==> config.mk <==
export PLATFORM = sky130hd
export DESIGN_NAME = pc_sequencer
export DESIGN_NICKNAME = d
export VERILOG_FILES = /design/src/rtl/cpu_pkg.sv /design/src/rtl/pc_next_calc.sv /design/src/rtl/pc_sequencer.sv
export SDC_FILE = /design/constraint.sdc
export NUM_CORES = 1
export LEC_CHECK = 0
export ABC_AREA = 0
export ABC_CLOCK_PERIOD_IN_PS = 7100
export CAP_MARGIN = 20
export CORE_ASPECT_RATIO = 1.4
export CORE_MARGIN = 2
export CORE_UTILIZATION = 50
export DETAILED_ROUTE_END_ITERATION = 10
export PLACE_DENSITY_LB_ADDON = 0.25
export SLEW_MARGIN = 25
export SYNTH_ARGS = -nofsm -noshare
export SYNTH_HDL_FRONTEND = slang
export SYNTH_SLANG_ARGS = --single-unit
==> constraint.sdc <==
create_clock -name clk -period 7.1 [get_ports clk]
set_clock_uncertainty 0.1 [all_clocks]
set_input_delay 2.13 -clock clk [delete_from_list [all_inputs] [get_ports clk]]
set_output_delay 2.13 -clock clk [all_outputs]
set_load 0.02 [all_outputs]
==> src/rtl/cpu_pkg.sv <==
// Shared processor-core definitions: branch-unit instruction IDs and the
// program-counter sequencer state encoding.
package cpu_pkg;

  localparam logic [31:0] ID_BEQ  = 32'd15;
  localparam logic [31:0] ID_BNE  = 32'd16;
  localparam logic [31:0] ID_BGT  = 32'd17;
  localparam logic [31:0] ID_BGTE = 32'd18;
  localparam logic [31:0] ID_BLE  = 32'd19;
  localparam logic [31:0] ID_BLEQ = 32'd20;
  localparam logic [31:0] ID_J    = 32'd21;
  localparam logic [31:0] ID_JR   = 32'd22;
  localparam logic [31:0] ID_JAL  = 32'd23;

  typedef enum logic [2:0] {
    IDLE,
    FETCH,
    DECODE,
    EXEC,
    UPDATE
  } state_t;

  function automatic logic is_cond_branch(input logic [31:0] id);
    return (id >= ID_BEQ) && (id <= ID_BLEQ);
  endfunction

  function automatic logic is_abs_jump(input logic [31:0] id);
    return (id >= ID_J) && (id <= ID_JAL);
  endfunction

endpackage

==> src/rtl/pc_next_calc.sv <==
// Combinational next-PC resolution.
//   pc      in  PC_W  current PC (word address)
//   id_q    in  32    latched instruction ID
//   br_q    in  32    latched branch-unit result (offset or absolute target)
//   next_pc out PC_W  resolved next PC, arithmetic wraps mod 2^PC_W
module pc_next_calc
  import cpu_pkg::*;
#(
  parameter int unsigned PC_W = 32
) (
  input  logic [PC_W-1:0] pc,
  input  logic [31:0]     id_q,
  input  logic [31:0]     br_q,
  output logic [PC_W-1:0] next_pc
);

  localparam logic [PC_W-1:0] ONE = {{(PC_W-1){1'b0}}, 1'b1};

  logic [PC_W-1:0] pc_inc;
  logic [PC_W-1:0] br_trunc;

  assign pc_inc   = pc + ONE;
  assign br_trunc = br_q[PC_W-1:0];

  always_comb begin
    next_pc = pc_inc;
    if (is_cond_branch(id_q)) begin
      // Zero offset means not taken; both cases land on pc+1.
      if (br_q != '0) next_pc = pc_inc + br_trunc;
    end else if (is_abs_jump(id_q)) begin
      next_pc = br_trunc;
    end
  end

endmodule

==> src/rtl/pc_sequencer.sv <==
// Multi-cycle program-counter controller: fetch over a req/ack handshake,
// decode, execute, then resolve the next PC and issue the jal link write.
//   clk, rst        clock, asynchronous active-high reset
//   run             permits a new fetch (sampled in IDLE and UPDATE)
//   imem_req/addr   fetch request held until imem_ack; address = pc
//   imem_ack/rdata  fetch completion and instruction word
//   ir, ir_valid    latched instruction, 1-cycle pulse in DECODE
//   instr_id        decoded ID, valid in DECODE
//   exec_done       datapath done; br_out valid with it
//   link_we/addr/data  jal register-file write (pc+1 to LINK_REG)
//   pc              current PC
module pc_sequencer
  import cpu_pkg::*;
#(
  parameter int unsigned     PC_W     = 32,
  parameter logic [PC_W-1:0] RESET_PC = '0,
  parameter int unsigned     LINK_REG = 31
) (
  input  logic            clk,
  input  logic            rst,
  input  logic            run,
  output logic            imem_req,
  output logic [PC_W-1:0] imem_addr,
  input  logic            imem_ack,
  input  logic [31:0]     imem_rdata,
  output logic [31:0]     ir,
  output logic            ir_valid,
  input  logic [31:0]     instr_id,
  input  logic            exec_done,
  input  logic [31:0]     br_out,
  output logic            link_we,
  output logic [4:0]      link_addr,
  output logic [31:0]     link_data,
  output logic [PC_W-1:0] pc
);

  localparam logic [PC_W-1:0] ONE = {{(PC_W-1){1'b0}}, 1'b1};

  state_t          state;
  logic [31:0]     id_q;
  logic [31:0]     br_q;
  logic [PC_W-1:0] next_pc;
  logic [PC_W-1:0] pc_inc;

  assign pc_inc    = pc + ONE;
  assign imem_addr = pc;
  assign link_addr = 5'(LINK_REG);

  pc_next_calc #(
    .PC_W(PC_W)
  ) u_next (
    .pc     (pc),
    .id_q   (id_q),
    .br_q   (br_q),
    .next_pc(next_pc)
  );

  always_ff @(posedge clk or posedge rst) begin
    if (rst) begin
      state     <= IDLE;
      pc        <= RESET_PC;
      ir        <= '0;
      id_q      <= '0;
      br_q      <= '0;
      imem_req  <= 1'b0;
      ir_valid  <= 1'b0;
      link_we   <= 1'b0;
      link_data <= '0;
    end else begin
      ir_valid <= 1'b0;
      link_we  <= 1'b0;
      case (state)
        IDLE: begin
          if (run) begin
            state    <= FETCH;
            imem_req <= 1'b1;
          end
        end
        FETCH: begin
          if (imem_ack) begin
            ir       <= imem_rdata;
            imem_req <= 1'b0;
            ir_valid <= 1'b1;
            state    <= DECODE;
          end
        end
        DECODE: begin
          id_q  <= instr_id;
          state <= EXEC;
        end
        EXEC: begin
          if (exec_done) begin
            br_q  <= br_out;
            state <= UPDATE;
            // Link write is registered one edge early so it is visible
            // during UPDATE, while pc still holds the jal address.
            if (id_q == ID_JAL) begin
              link_we   <= 1'b1;
              link_data <= 32'(pc_inc);
            end
          end
        end
        UPDATE: begin
          pc <= next_pc;
          if (run) begin
            state    <= FETCH;
            imem_req <= 1'b1;
          end else begin
            state <= IDLE;
          end
        end
        default: begin
          state    <= IDLE;
          imem_req <= 1'b0;
        end
      endcase
    end
  end

endmodule
==> results of run 1 <==
## cell type report
class | instances | area (sq um)
Fill cell | 1646 | 6540
Inverter | 24 | 95.1
Clock buffer | 18 | 439
Timing Repair Buffer | 244 | 2420
Multi-Input combinational cell | 754 | 4940
Tap cell | 248 | 310
Sequential cell | 166 | 4150
Clock inverter | 14 | 164
## path summary, 6_finish.rpt
check / from / end / slack, ns / depth (start not counted)
min reg2reg: ir[26] / ir[26] / 0.41 / 1
max in group asynchronous: rst / br_q[23] / 3.73 / 3
max: imem_addr[0] / imem_addr[31] / 2.61 / 15
min: ir[26] / ir[26] / 0.41 / 1
max reg2reg: imem_addr[0] / imem_addr[31] / 2.61 / 15
min in group asynchronous: rst / ir[2] / 2.03 / 2
## layout by cell type (no fill, tap or decap), types with 4 or more instances in the layout
master	n
a31oi_1	6
mux2i_1	4
a21o_1	12
and3_1	9
a211o_1	4
nor3_1	13
ha_1	39
nor4_1	16
conb_1	5
nor2_1	79
a221oi_1	7
o21ai_0	55
clkbuf_16	17
xor2_1	23
and4_1	5
buf_4	11
o221ai_1	6
nand3_1	20
nand2b_1	5
o211ai_1	8
a21oi_1	69
clkdlybuf4s50_1	231
nand2_1	164
o22ai_1	9
o21ai_1	7
inv_6	4
a211oi_1	4
dfrtp_1	166
nor2b_1	6
or3_1	5
inv_1	22
xnor2_1	30
mux2_2	88
nand4_1	13
## flip-flops by register name, indices dropped and copies added (netlist names)
signal and count:
br_q 32, id_q 32, imem_addr 32, imem_req 1
ir 32, ir_valid 1, link_data 32, link_we 1
state 3
## cells by family after synthesis
family,Yosys count,share of synthesized area [%]
AND/OR/NAND/NOR,352,16.5
AO/OA/AOI/OAI,211,13.4
flip-flops,166,43.2
buffers and inverters,103,5.75
multiplexers,92,10.7
XOR/XNOR,54,5.00
adder cells (fa/ha/maj),40,5.29
other,1,0.0390
## per-stage QoR
stage / cells / hold slack [ns] / power (mW)
finish: 1468 / 0.406 / 5.07
global route: 1468 / 0.425 / 5.38
CTS: 1468 / 0.412 / 5.07
detailed placement: 1436 / 0.396 / 4.10
global placement: 1434 / 0.389 / 4.04
floorplan: 1023 / 0.381 / 3.25
## routing by layer
metal / track usage, % / routed length (microns)
met1: 30.0 / 9980
met2: 47.4 / 13800
met3: 6.84 / 1980
met4: 13.7 / 1340
met5: 0 / 0
## power by group through the flow
stage	Sequential (mW)	Clock, mW	Combinational (mW)
2_1_floorplan	1.74	0	1.51
3_3_place_gp	1.64	0	2.40
3_5_place_dp	1.66	0	2.44
4_1_cts	1.64	0.970	2.45
5_1_grt	1.69	1.01	2.68
6_report	1.65	0.956	2.47
==> results.py, run 1 <==
metrics = {
    "logic_synthesis": {
        "synth.cells.most_frequent": "dfrtp_1 (166), nand2_1 (164), mux2_2 (88)",
        "synth_edf_count": 0,
        "synthCells": 1019,
        "ys_types": 64,
        "yosysMostFrequentCell": "dfrtp_1",
        "synth_flop_cell": "dfrtp_1",
        "synth_top_area_share_pct": 43.2,
        "synth.cell_area_sq_um": 9610,
        "synth_warnings": 0,
        "seq_area_frac_synth_pct": 43.2,
        "ys_ff_latch": 166,
        "synth_area_leaders": "dfrtp_1 (43%), mux2_2 (10%), nand2_1 (6.4%), ha_1 (5.1%), a21oi_1 (3.6%)",
        "syn_area_per_cell_sq_um": 9.43,
        "synth_top_area_cell": "dfrtp_1",
        "async_reset_ff_share_pct": 100,
    },
    "sta": {
        "worst_slew_pin_slew_ns": 1.01,
        "fin_crit_sh_pct": 63.2,
        "setup_violations": 0,
        "relSlewSlack_pct": 31.9,
        "min_period_ns": 4.49,
        "tns_ns": 0,
        "slew_viol_final": 0,
        "hold_viol": 0,
        "max_freq_ghz": 0.223,
        "timing.final.ws_setup_ns": 2.61,
        "rsz0062_at_grt": "no",
    },
    "floorplanning": {
        "rows": 60,
        "num_io_pins": 237,
        "coreArea_sq_um": 19100,
        "die_x_microns": 121,
        "dieArea_sq_um": 20400,
        "die_h_microns": 168,
        "initial_core_util_pct": 50.4,
    },
    "critical_path": {
        "path_buf_inv": 1,
        "cp_data_arrival_time_ns": 4.69,
        "crit_chain": "ha_1 -> nand3_1 -> or3_1 -> xor2_1 -> inv_1 -> ha_1 -> a21oi_1 -> o21ai_0 -> a221oi_1 -> nand2_1 -> a31oi_1 -> o21ai_0 -> mux2i_1 -> nor4_1 -> nand3b_1",
        "start_kind": "flop",
        "critical_path.top_delay_family": "compound AO/OA/AOI/OAI gates",
        "criticalPathCategory": "flop to flop",
        "slowest_stage": "or3_1",
        "crit_path_max_fanout": 7,
        "cp_slowest_stage_delay_ns": 0.53,
        "required_ns": 7.31,
        "critPathCaptureType": "flop",
    },
    "run": {
        "drv_cap": 0,
    },
    "global_routing": {
        "grt_pass1_vias": 8565,
        "grt_pass1_wl_microns": 43400,
        "gr-usage-all-layers_pct": 27.0,
        "grt_max_degree": 61,
        "antenna_found_initial": 0,
        "grt_remaining_overflow": 0,
    },
    "cts": {
        "cts_tree": "done",
        "clk_path_buf_depth": 2,
        "cts-resized-gates": 0,
        "cts_buffers": 17,
        "cts_sinks": 166,
        "ctsHoldBuffers": 0,
        "h-tree-depth": 4,
        "root_buffer": "clkbuf_16",
        "clk_pin_slew_ns": 0.07,
        "clk_latency_ns": 0.43,
        "cts_setup_buffers": 0,
    },
    "finish": {
        "n_antenna_cell": 0,
        "nNetsFinal": 1348,
        "syn2layout_area_growth_pct": 30.3,
        "drive_gt1_share_pct": 12.1,
        "post-route-util_pct": 65.7,
        "design_area_sq_um": 12500,
    },
    "drt": {
        "firstDrtPassIters": 5,
        "viasPerCell": 5.79,
        "drc": 0,
        "wire_per_inst_microns": 18.5,
        "first_iter_violations": 589,
        "ant_nets": 0,
        "vias": 8502,
        "wl_microns": 27100,
    },
    "place": {
        "place_area_sq_um": 11900,
        "io_buffers": 231,
        "globalplace.congestion": 0.993,
        "dp_slack_ns": 2.57,
        "dp_hpwl_microns": 19900,
    },
    "power_and_ir_drop": {
        "seq_power_share_pct": 32.5,
        "peakVddDrop_uv": 244,
        "cellPowerDensity_nw_per_um2": 405,
        "combPwrFrac_pct": 48.7,
        "power.share.clock_pct": 18.9,
        "netSwitchingFraction_pct": 41.4,
        "switching_power_mw": 2.10,
        "leakagePower_nw": 5.48,
        "p_int_mw": 2.97,
    },
    "worst_hold_path": {
        "hp-class": "flop to flop",
    },
    "run_status": {
        "outcome": "completed",
    },
}
No activity file was read; power rests on OpenSTA's default activity.
==> inputs of run 2 (changes only) <==
--- a/config.mk
+++ b/config.mk
@@ -6,7 +6,7 @@
 export NUM_CORES = 1
 export LEC_CHECK = 0
 export ABC_AREA = 0
-export ABC_CLOCK_PERIOD_IN_PS = 7100
+export ABC_CLOCK_PERIOD_IN_PS = 4700
 export CAP_MARGIN = 20
 export CORE_ASPECT_RATIO = 1.4
 export CORE_MARGIN = 2
==> constraint.sdc (replaced) <==
create_clock -name clk -period 4.7 [get_ports clk]
set_clock_uncertainty 0.1 [all_clocks]
set_input_delay 1.41 -clock clk [delete_from_list [all_inputs] [get_ports clk]]
set_output_delay 1.41 -clock clk [all_outputs]
set_load 0.02 [all_outputs]
==> results.py, run 2 (synthesis results as in run 1) <==
metrics = {
    "global_routing": {
        "antenna_found_initial": 0,
        "gr-usage-all-layers_pct": 27.6,
        "grt_pass1_wl_microns": 44200,
        "grt_max_degree": 53,
        "grt_pass1_vias": 8631,
        "grt_remaining_overflow": 0,
    },
    "power_and_ir_drop": {
        "combPwrFrac_pct": 48.4,
        "seq_power_share_pct": 32.3,
        "netSwitchingFraction_pct": 41.1,
        "peakVddDrop_uv": 360,
        "leakagePower_nw": 5.53,
        "switching_power_mw": 3.17,
        "p_int_mw": 4.54,
        "cellPowerDensity_nw_per_um2": 610,
        "power.share.clock_pct": 19.3,
    },
    "place": {
        "globalplace.congestion": 0.959,
        "dp_hpwl_microns": 20500,
        "io_buffers": 231,
    },
    "sta": {
        "hold_viol": 0,
        "setup_violations": 0,
        "min_period_ns": 4.27,
        "hold-worst-slack_ns": 0.406,
        "rsz0062_at_grt": "no",
        "slew_viol_final": 0,
        "worst_slew_pin_slew_ns": 0.933,
        "max_freq_ghz": 0.234,
        "relSlewSlack_pct": 37.1,
        "tns_ns": 0,
        "fin_crit_sh_pct": 90.9,
    },
    "drt": {
        "ant_nets": 0,
        "first_iter_violations": 504,
        "firstDrtPassIters": 5,
        "vias": 8415,
        "wire_per_inst_microns": 18.6,
        "wl_microns": 27400,
        "drc": 0,
        "viasPerCell": 5.70,
    },
    "critical_path": {
        "cp_data_arrival_time_ns": 4.55,
        "required_ns": 4.97,
        "criticalPathCategory": "flop to flop",
        "critPathCaptureType": "flop",
        "r2r_slack_ns": 0.43,
        "crit_path_max_fanout": 7,
        "start_kind": "flop",
    },
    "cts": {
        "root_buffer": "clkbuf_16",
        "cts_sinks": 166,
        "clk_path_buf_depth": 2,
        "clk_latency_ns": 0.44,
        "cts_tree": "done",
        "cts_buffers": 17,
        "h-tree-depth": 4,
        "clk_pin_slew_ns": 0.07,
    },
    "finish": {
        "nNetsFinal": 1356,
        "syn2layout_area_growth_pct": 31.5,
        "layout_commonest_cell": "clkdlybuf4s50_1",
        "mostFrequentLayoutCells": "clkdlybuf4s50_1 (231), dfrtp_1 (166), nand2_1 (164), mux2_2 (88), nor2_1 (79)",
        "n_antenna_cell": 0,
        "drive_gt1_share_pct": 12.7,
    },
    "floorplanning": {
        "initial_core_util_pct": 50.4,
        "rows": 60,
        "die_x_microns": 121,
        "die_h_microns": 168,
        "dieArea_sq_um": 20400,
        "coreArea_sq_um": 19100,
        "num_io_pins": 237,
    },
    "run": {
        "drv_cap": 0,
    },
    "run_status": {
        "outcome": "completed",
    },
    "worst_hold_path": {
        "hp-class": "flop to flop",
    },
}
==> run 2: cell types whose count changed in the layout (fill, tap and decap cells not counted), sizes merged <==
| cell | change |
|---|---|
| buf | +8 |
| clkinv | -3 |
| clkinvlp | +2 |
| bufinv | +1 |
==> run 2: worst paths after layout <==
kind,end,start,cells after the start
max in group asynchronous,id_q[12],rst,3
max,imem_addr[31],imem_addr[0],15
min,link_data[20],link_data[20],1
min in group asynchronous,ir[8],rst,2
max reg2reg,imem_addr[31],imem_addr[0],15
min reg2reg,link_data[20],link_data[20],1
==> run 2: final cells by class <==
class | instances | area [sq um]
timing repair buffer | 252 | 2520
clock buffer | 18 | 429
sequential | 166 | 4150
inverter | 24 | 93.8
multi-input combinational | 754 | 4950
clock inverter | 14 | 188
tap | 248 | 310
fill | 1603 | 6430
==> run 2: what timing repair did <==
action	in CTS	in global routing
resized for setup	0	1
hold buffers	0	0
setup endpoints to repair	0	1
buffers inserted	0	0
==> run 2: per-stage QoR <==
stage               power (mW)  cells  worst slack, ns  instance area (sq um)  utilization, %
finish                    7.71   1476            0.426                  12600            66.3
global route              8.22   1476            0.129                  12600            66.3
CTS                       7.71   1476            0.370                  12600            66.3
detailed placement        6.20   1444            0.400                  12000            63.0
global placement          6.13   1444            0.577                  12000            63.0
floorplan                 4.91   1023            0.939                   9630               -
==> run 2: critical path: stages (launching register included) <==
cell and delay [ns]:
dfrtp_1 0.47, ha_1 0.24, nand3_1 0.15, or3_1 0.53, xor2_1 0.30, inv_1 0.09
ha_1 0.37, a21oi_1 0.22, o21ai_0 0.12, a221oi_1 0.38, nand2_1 0.19, a31oi_2 0.32
o21ai_0 0.18, mux2i_1 0.16, nor4_1 0.25, nand3b_1 0.15
==> run 2: power by group through the flow <==
stage / registers (mW) / logic, mW / clock network (mW)
5_1_grt: 2.57 / 4.08 / 1.57
2_1_floorplan: 2.63 / 2.28 / 0
4_1_cts: 2.49 / 3.72 / 1.51
6_report: 2.49 / 3.73 / 1.49
3_3_place_gp: 2.49 / 3.64 / 0
3_5_place_dp: 2.51 / 3.69 / 0
==> run 2: metal layers <==
metal,GRT usage (%),up-vias,part of all wire (%)
met4,12.4,0,3.8
li1,-,3942,-
met3,7.25,62,6.7
met5,0,-,0
met2,49.1,300,53
met1,30.7,4111,36
